===== src/rtl/led_sequencer_if.sv =====
// Control and status bundle between the board-level LED controller and the
// LED sequencer: pattern controls in, registered LED pattern and step tick out.
interface led_sequencer_if #(
    parameter int unsigned WIDTH = 4
) ();
    logic             en;
    logic [1:0]       mode;
    logic             dir;
    logic [1:0]       speed;
    logic             step;
    logic [WIDTH-1:0] leds;
    logic             tick;

    modport master (
        output en, mode, dir, speed, step,
        input  leds, tick
    );

    modport slave (
        input  en, mode, dir, speed, step,
        output leds, tick
    );
endinterface


===== src/rtl/led_sequencer.sv =====
// LED pattern generator: a free-running prescaler produces a step tick that
// advances a WIDTH-bit Johnson / rotate / bounce / binary-count pattern.
module led_sequencer #(
    parameter int unsigned WIDTH         = 4,
    parameter int unsigned PRESCALE_BITS = 23
) (
    input  logic            clk,
    input  logic            rst,
    led_sequencer_if.slave  bus
);

    typedef enum logic [1:0] {
        MODE_JOHNSON = 2'd0,
        MODE_ROTATE  = 2'd1,
        MODE_BOUNCE  = 2'd2,
        MODE_COUNT   = 2'd3
    } mode_e;

    mode_e                    mode_q;
    mode_e                    mode_in;
    logic [WIDTH-1:0]         leds_q;
    logic [WIDTH-1:0]         next_leds;
    logic                     bounce_left;
    logic                     next_bounce_left;
    logic [PRESCALE_BITS-1:0] count;
    logic [PRESCALE_BITS-1:0] period_m1;
    logic                     period_done;
    logic                     advance;
    logic                     mode_changed;
    logic                     tick_q;

    function automatic logic [WIDTH-1:0] seed(input mode_e m);
        return (m == MODE_COUNT) ? '0 : WIDTH'(1);
    endfunction

    assign mode_in      = mode_e'(bus.mode);
    assign mode_changed = (mode_in != mode_q);

    // T-1 = 2^(PRESCALE_BITS-speed) - 1, i.e. an all-ones mask shortened by speed.
    assign period_m1   = {PRESCALE_BITS{1'b1}} >> bus.speed;
    // >= rather than == so that shortening the period mid-count fires at once.
    assign period_done = (count >= period_m1);
    assign advance     = (period_done && bus.en) || bus.step;

    // NOTE: every always_comb output gets a default first, so no path leaves it unassigned and no latch is inferred.
    always_comb begin
        next_leds        = leds_q;
        next_bounce_left = bounce_left;
        case (mode_q)
            MODE_JOHNSON: begin
                if (bus.dir) next_leds = {leds_q[WIDTH-2:0], ~leds_q[WIDTH-1]};
                else         next_leds = {~leds_q[0], leds_q[WIDTH-1:1]};
            end
            MODE_ROTATE: begin
                if (bus.dir) next_leds = {leds_q[WIDTH-2:0], leds_q[WIDTH-1]};
                else         next_leds = {leds_q[0], leds_q[WIDTH-1:1]};
            end
            MODE_BOUNCE: begin
                // Reverse on the step that lands on an end so each end shows once.
                next_leds = bounce_left ? (leds_q << 1) : (leds_q >> 1);
                if (next_leds[WIDTH-1])  next_bounce_left = 1'b0;
                else if (next_leds[0])   next_bounce_left = 1'b1;
            end
            MODE_COUNT: begin
                if (bus.dir) next_leds = leds_q - WIDTH'(1);
                else         next_leds = leds_q + WIDTH'(1);
            end
            default: ;
        endcase
    end

    // NOTE: state registers use non-blocking assignments so every register samples pre-edge values.
    always_ff @(posedge clk) begin
        if (rst) begin
            count       <= '0;
            tick_q      <= 1'b0;
            mode_q      <= mode_in;
            leds_q      <= seed(mode_in);
            bounce_left <= 1'b1;
        end else if (mode_changed) begin
            // A mode switch reseeds the pattern and swallows any coincident advance.
            count       <= '0;
            tick_q      <= 1'b0;
            mode_q      <= mode_in;
            leds_q      <= seed(mode_in);
            bounce_left <= 1'b1;
        end else begin
            if (bus.step)                   count <= '0;
            else if (bus.en && period_done) count <= '0;
            else if (bus.en)                count <= count + PRESCALE_BITS'(1);

            tick_q <= advance;
            if (advance) begin
                leds_q      <= next_leds;
                bounce_left <= next_bounce_left;
            end
        end
    end

    assign bus.leds = leds_q;
    assign bus.tick = tick_q;

endmodule


===== src/flat_wrapper.sv =====
// flat-port wrapper written by rule: the top's interface ports become plain ports
module led_sequencer_flat 
#(
    parameter int unsigned WIDTH         = 4,
    parameter int unsigned PRESCALE_BITS = 23
)
  (clk, rst, bus_en, bus_mode, bus_dir, bus_speed, bus_step, bus_leds, bus_tick);
  led_sequencer_if #(.WIDTH(WIDTH)) bus_i ();
  input  logic clk;
  input  logic rst;
  input wire logic [$bits(bus_i.en)-1:0] bus_en;
  input wire logic [$bits(bus_i.mode)-1:0] bus_mode;
  input wire logic [$bits(bus_i.dir)-1:0] bus_dir;
  input wire logic [$bits(bus_i.speed)-1:0] bus_speed;
  input wire logic [$bits(bus_i.step)-1:0] bus_step;
  output wire logic [$bits(bus_i.leds)-1:0] bus_leds;
  output wire logic [$bits(bus_i.tick)-1:0] bus_tick;
  assign bus_i.en = bus_en;
  assign bus_i.mode = bus_mode;
  assign bus_i.dir = bus_dir;
  assign bus_i.speed = bus_speed;
  assign bus_i.step = bus_step;
  assign bus_leds = bus_i.leds;
  assign bus_tick = bus_i.tick;
  led_sequencer #(.WIDTH(WIDTH), .PRESCALE_BITS(PRESCALE_BITS)) u_core (.clk(clk), .rst(rst), .bus(bus_i));
endmodule

===== config.mk =====
export PLATFORM = sky130hd
export DESIGN_NAME = led_sequencer_flat
export DESIGN_NICKNAME = d
export VERILOG_FILES = /design/src/rtl/led_sequencer_if.sv /design/src/rtl/led_sequencer.sv /design/src/flat_wrapper.sv
export SDC_FILE = /design/constraint.sdc
export NUM_CORES = 1
export LEC_CHECK = 0
export ABC_AREA = 1
export ABC_CLOCK_PERIOD_IN_PS = 2050
export CAP_MARGIN = 5
export CORE_MARGIN = 2
export CORE_UTILIZATION = 50
export CTS_CLUSTER_DIAMETER = 150
export DETAILED_ROUTE_END_ITERATION = 10
export GPL_ROUTABILITY_DRIVEN = 0
export GPL_TIMING_DRIVEN = 0
export PLACE_DENSITY = 0.72
export SETUP_SLACK_MARGIN = 0.5
export SLEW_MARGIN = 10
export SYNTH_ARGS = -nofsm -noshare
export SYNTH_HDL_FRONTEND = slang
export SYNTH_SLANG_ARGS = --single-unit

===== constraint.sdc =====
create_clock -name clk -period 2.05 [get_ports clk]
set_input_delay 0.41 -clock clk [delete_from_list [all_inputs] [get_ports clk]]
set_output_delay 0.41 -clock clk [all_outputs]
set_load 0.03 [all_outputs]

==> results of run 1 <==
-- cell families (layout without fill, tap and decap cells) --
kind of cell    after synthesis  after routing
flops                        31             31
mux                           1              1
xor+xnor                     18             18
buf+inv                      41             77
compound gates               24             24
simple gates                134            134
fa+ha+maj                     7              7
-- layer usage --
| layer | wire length [um] | track usage [%] | up-vias |
|---|---|---|---|
| li1 | - | - | 885 |
| met1 | 1810 | 23.2 | 798 |
| met2 | 2140 | 38.9 | 55 |
| met3 | 192 | 4.28 | 11 |
| met4 | 95 | 11.5 | 0 |
| met5 | 0 | 0 | - |
-- cells in the final DEF (no fill, tap or decap), types with 3 or more instances in the layout --
cell type       n
a21oi_1         6
a21oi_2         4
a31oi_1         3
buf_4          13
buf_6           5
clkbuf_8        5
dfxtp_1        25
dlygate4sd2_1   3
edfxtp_1        6
ha_1            5
inv_1          32
inv_2           5
nand2_1        51
nand2_2         3
nand3_1        16
nor2_1         36
nor2_2          8
nor2_4          4
nor3_1          5
o21ai_0         6
xnor2_1         5
xor2_1         12
-- cell usage after synthesis, drive strengths merged --
library cell  instances
nand2                54
nor2                 48
inv                  37
dfxtp                25
nand3                18
xor2                 12
a21oi                10
edfxtp                6
ha                    6
o21ai                 6
xnor2                 6
nor3                  5
buf                   4
a31oi                 3
nand4                 3
or2                   3
o221ai                2
a21o                  1
fa                    1
mux2i                 1
nand3b                1
nor3b                 1
nor4                  1
o211ai                1
o311a                 1
-- state kept, by name (all words and copies together), names as in the netlist --
register / count
u_core.bus.leds: 4
u_core.count: 23
u_core.bounce_left: 1
u_core.mode_q: 2
u_core.bus.tick: 1
-- power by group through the flow --
stage	clock, uW	sequential, uW	combinational (uW)
floorplan	0	679	112
global placement	0	664	189
detailed placement	0	664	191
CTS	460	649	217
global route	486	650	258
finish	451	649	240
-- worst paths after layout --
path              slack (ps)            endpoint        startpoint
setup / recovery         250  u_core.bus.leds[1]      bus_speed[0]
hold / removal           400    u_core.mode_q[0]       bus_mode[0]
setup reg to reg         330  u_core.bus.leds[1]  u_core.count[21]
hold reg to reg          490    u_core.count[21]  u_core.count[21]
-- final cells by class --
cell class / instances / area [um2]
fill: 326 / 1240
multi-input combinational: 184 / 1100
sequential: 31 / 681
timing repair buffer: 29 / 285
inverter: 37 / 139
clock buffer: 7 / 76.3
tap: 48 / 60.1
buffer: 4 / 48.8
-- what timing repair did --
action / CTS / global route
gates resized for setup: 32 / 12
cloned: 1 / 0
buffers inserted: 8 / 7
pin swaps: 7 / 1
setup endpoints to repair: 38 / 35
-- metrics by stage --
stage,util [%],setup WS [ps],TNS (ps)
floorplan,-,166,0
CTS,63.9,283,0
global placement,58.3,-495,-10310
global route,65.9,160,0
detailed placement,58.3,-507,-10680
finish,65.9,254,0
-- worst max-delay path, stage by stage --
cell and delay (ps):
buf_6 90, or2_4 240, ha_4 270, inv_2 30, nor2_2 110, nand2_1 90, nor2_2 90, nand2_1 70
nand2_1 70, nand2_2 70, nand4_4 110, buf_8 130
==> flow_metrics.py, run 1 <==
metrics = {
    "critical_path": {
        "cp-end-kind": "flip-flop",
        "crit_required_ps": 2050,
        "cp.arrival_ps": 1800,
        "worstPathMaxFanout": 6,
        "cp-start-kind": "input port",
        "ff2ff_path_depth": 10,
        "path_class": "in -> reg",
    },
    "global_route": {
        "grt_pass1_vias": 1648,
        "antenna_found_initial": 0,
        "grtUsageTotal_pct": 21.4,
        "grt_pass1_wl_um": 6960,
        "overflow": 0,
        "grt_start_max_net_pins": 10,
    },
    "floorplanning": {
        "start_util_pct": 52.0,
        "core_um2": 3630,
        "fp-row-count": 22,
        "die_area_um2": 4280,
        "pin_count": 14,
        "die_w_um": 65.5,
        "fp.dieH_um": 65.5,
    },
    "sta": {
        "whs_ps": 405,
        "max_freq_mhz": 557,
        "hold_viol": 0,
        "rsz0062_at_grt": "yes",
        "finalSetupViolations": 0,
        "tightest_slew_ps": 315,
        "drv_slew": 0,
        "relSlewSlack_pct": 79.0,
        "finalCritPeriodShare_pct": 87.6,
        "final.min_clock_period_ps": 1800,
        "skew_ps": 11.5,
    },
    "worst_hold_path": {
        "min-delay-path-class": "in -> reg",
        "holdPathStages": 1,
    },
    "synthesis": {
        "synth_xor_area_share_pct": 8.35,
        "ys_seq_area_share_pct": 36.1,
        "muxShareOfSynthArea_pct": 0.530,
        "ys_ff_latch": 31,
        "ys_top_cells_by_area": "dfxtp_1 27%, nand2_1 10%, edfxtp_1 9.5%",
        "synth_top_area_share_pct": 26.5,
        "synth_fa_ha_area_share_pct": 5.04,
        "ys_warn_count": 0,
        "yosysUniqueCellTypes": 32,
        "synth_compound_area_share_pct": 7.49,
        "syn_area_um2": 1890,
        "syn_avg_cell_area_um2": 7.38,
        "synth_top_cell_by_area": "dfxtp_1",
        "syn_inst": 256,
        "syn-num-nets": 272,
        "yosys.area_share.simple_pct": 33.1,
        "synth_top_family_by_area": "simple AND/OR/NAND/NOR gates",
    },
    "drt": {
        "drcViolationCount": 0,
        "vias_per_cell": 5.14,
        "drt-initial-drc-count": 125,
        "first_pass_iters": 4,
        "num_vias": 1749,
        "routedWlPerCell_um": 12.5,
        "wl_um": 4240,
        "ant_nets": 0,
    },
    "clock_tree": {
        "cts_hold_buf": 0,
        "cts.path.max_buffers": 2,
        "clock_latency_ps": 290,
        "cts.sinks": 31,
        "cts.htree.levels": 2,
        "tritoncts": "yes",
        "clockRootBuffer": "clkbuf_8",
        "cts_buffers": 5,
        "path_clk_slew_ps": 60,
    },
    "finish": {
        "syn_to_final_growth_pct": 26.8,
        "diodes": 0,
        "nNetsFinal": 308,
        "finalInstanceArea_um2": 2390,
        "instances_no_fill": 340,
        "layout-drive-gt1-share_pct": 21.9,
    },
    "placement": {
        "dp_cells": 317,
        "place_hpwl_um": 2910,
        "port-buffer-count": 13,
        "place_area_um2": 2120,
    },
    "power": {
        "switching_power_uw": 358,
        "leakage_uw": 0.000954,
        "swShare_pct": 26.7,
        "peakVddDrop_v": 0.000347,
        "seq_power_share_pct": 48.5,
        "p_comb_share_pct": 17.9,
        "intPower_uw": 983,
        "power.share.clock_pct": 33.7,
        "p_total_uw": 1340,
        "power.density_nw_per_um2": 560,
    },
    "flow_run": {
        "maxCapViolCount": 0,
    },
    "outcome": {
        "status": "complete, no violations",
    },
}
No activity file was read; power rests on OpenSTA's default activity.
==> run 2: changes to the inputs <==
--- a/config.mk
+++ b/config.mk
@@ -12,7 +12,6 @@
 export CORE_UTILIZATION = 50
 export CTS_CLUSTER_DIAMETER = 150
 export DETAILED_ROUTE_END_ITERATION = 10
-export GPL_ROUTABILITY_DRIVEN = 0
 export GPL_TIMING_DRIVEN = 0
 export PLACE_DENSITY = 0.72
 export SETUP_SLACK_MARGIN = 0.5
==> results of run 2 <==
Same layout as run 1: the final DEF is identical, and so are final timing and power.
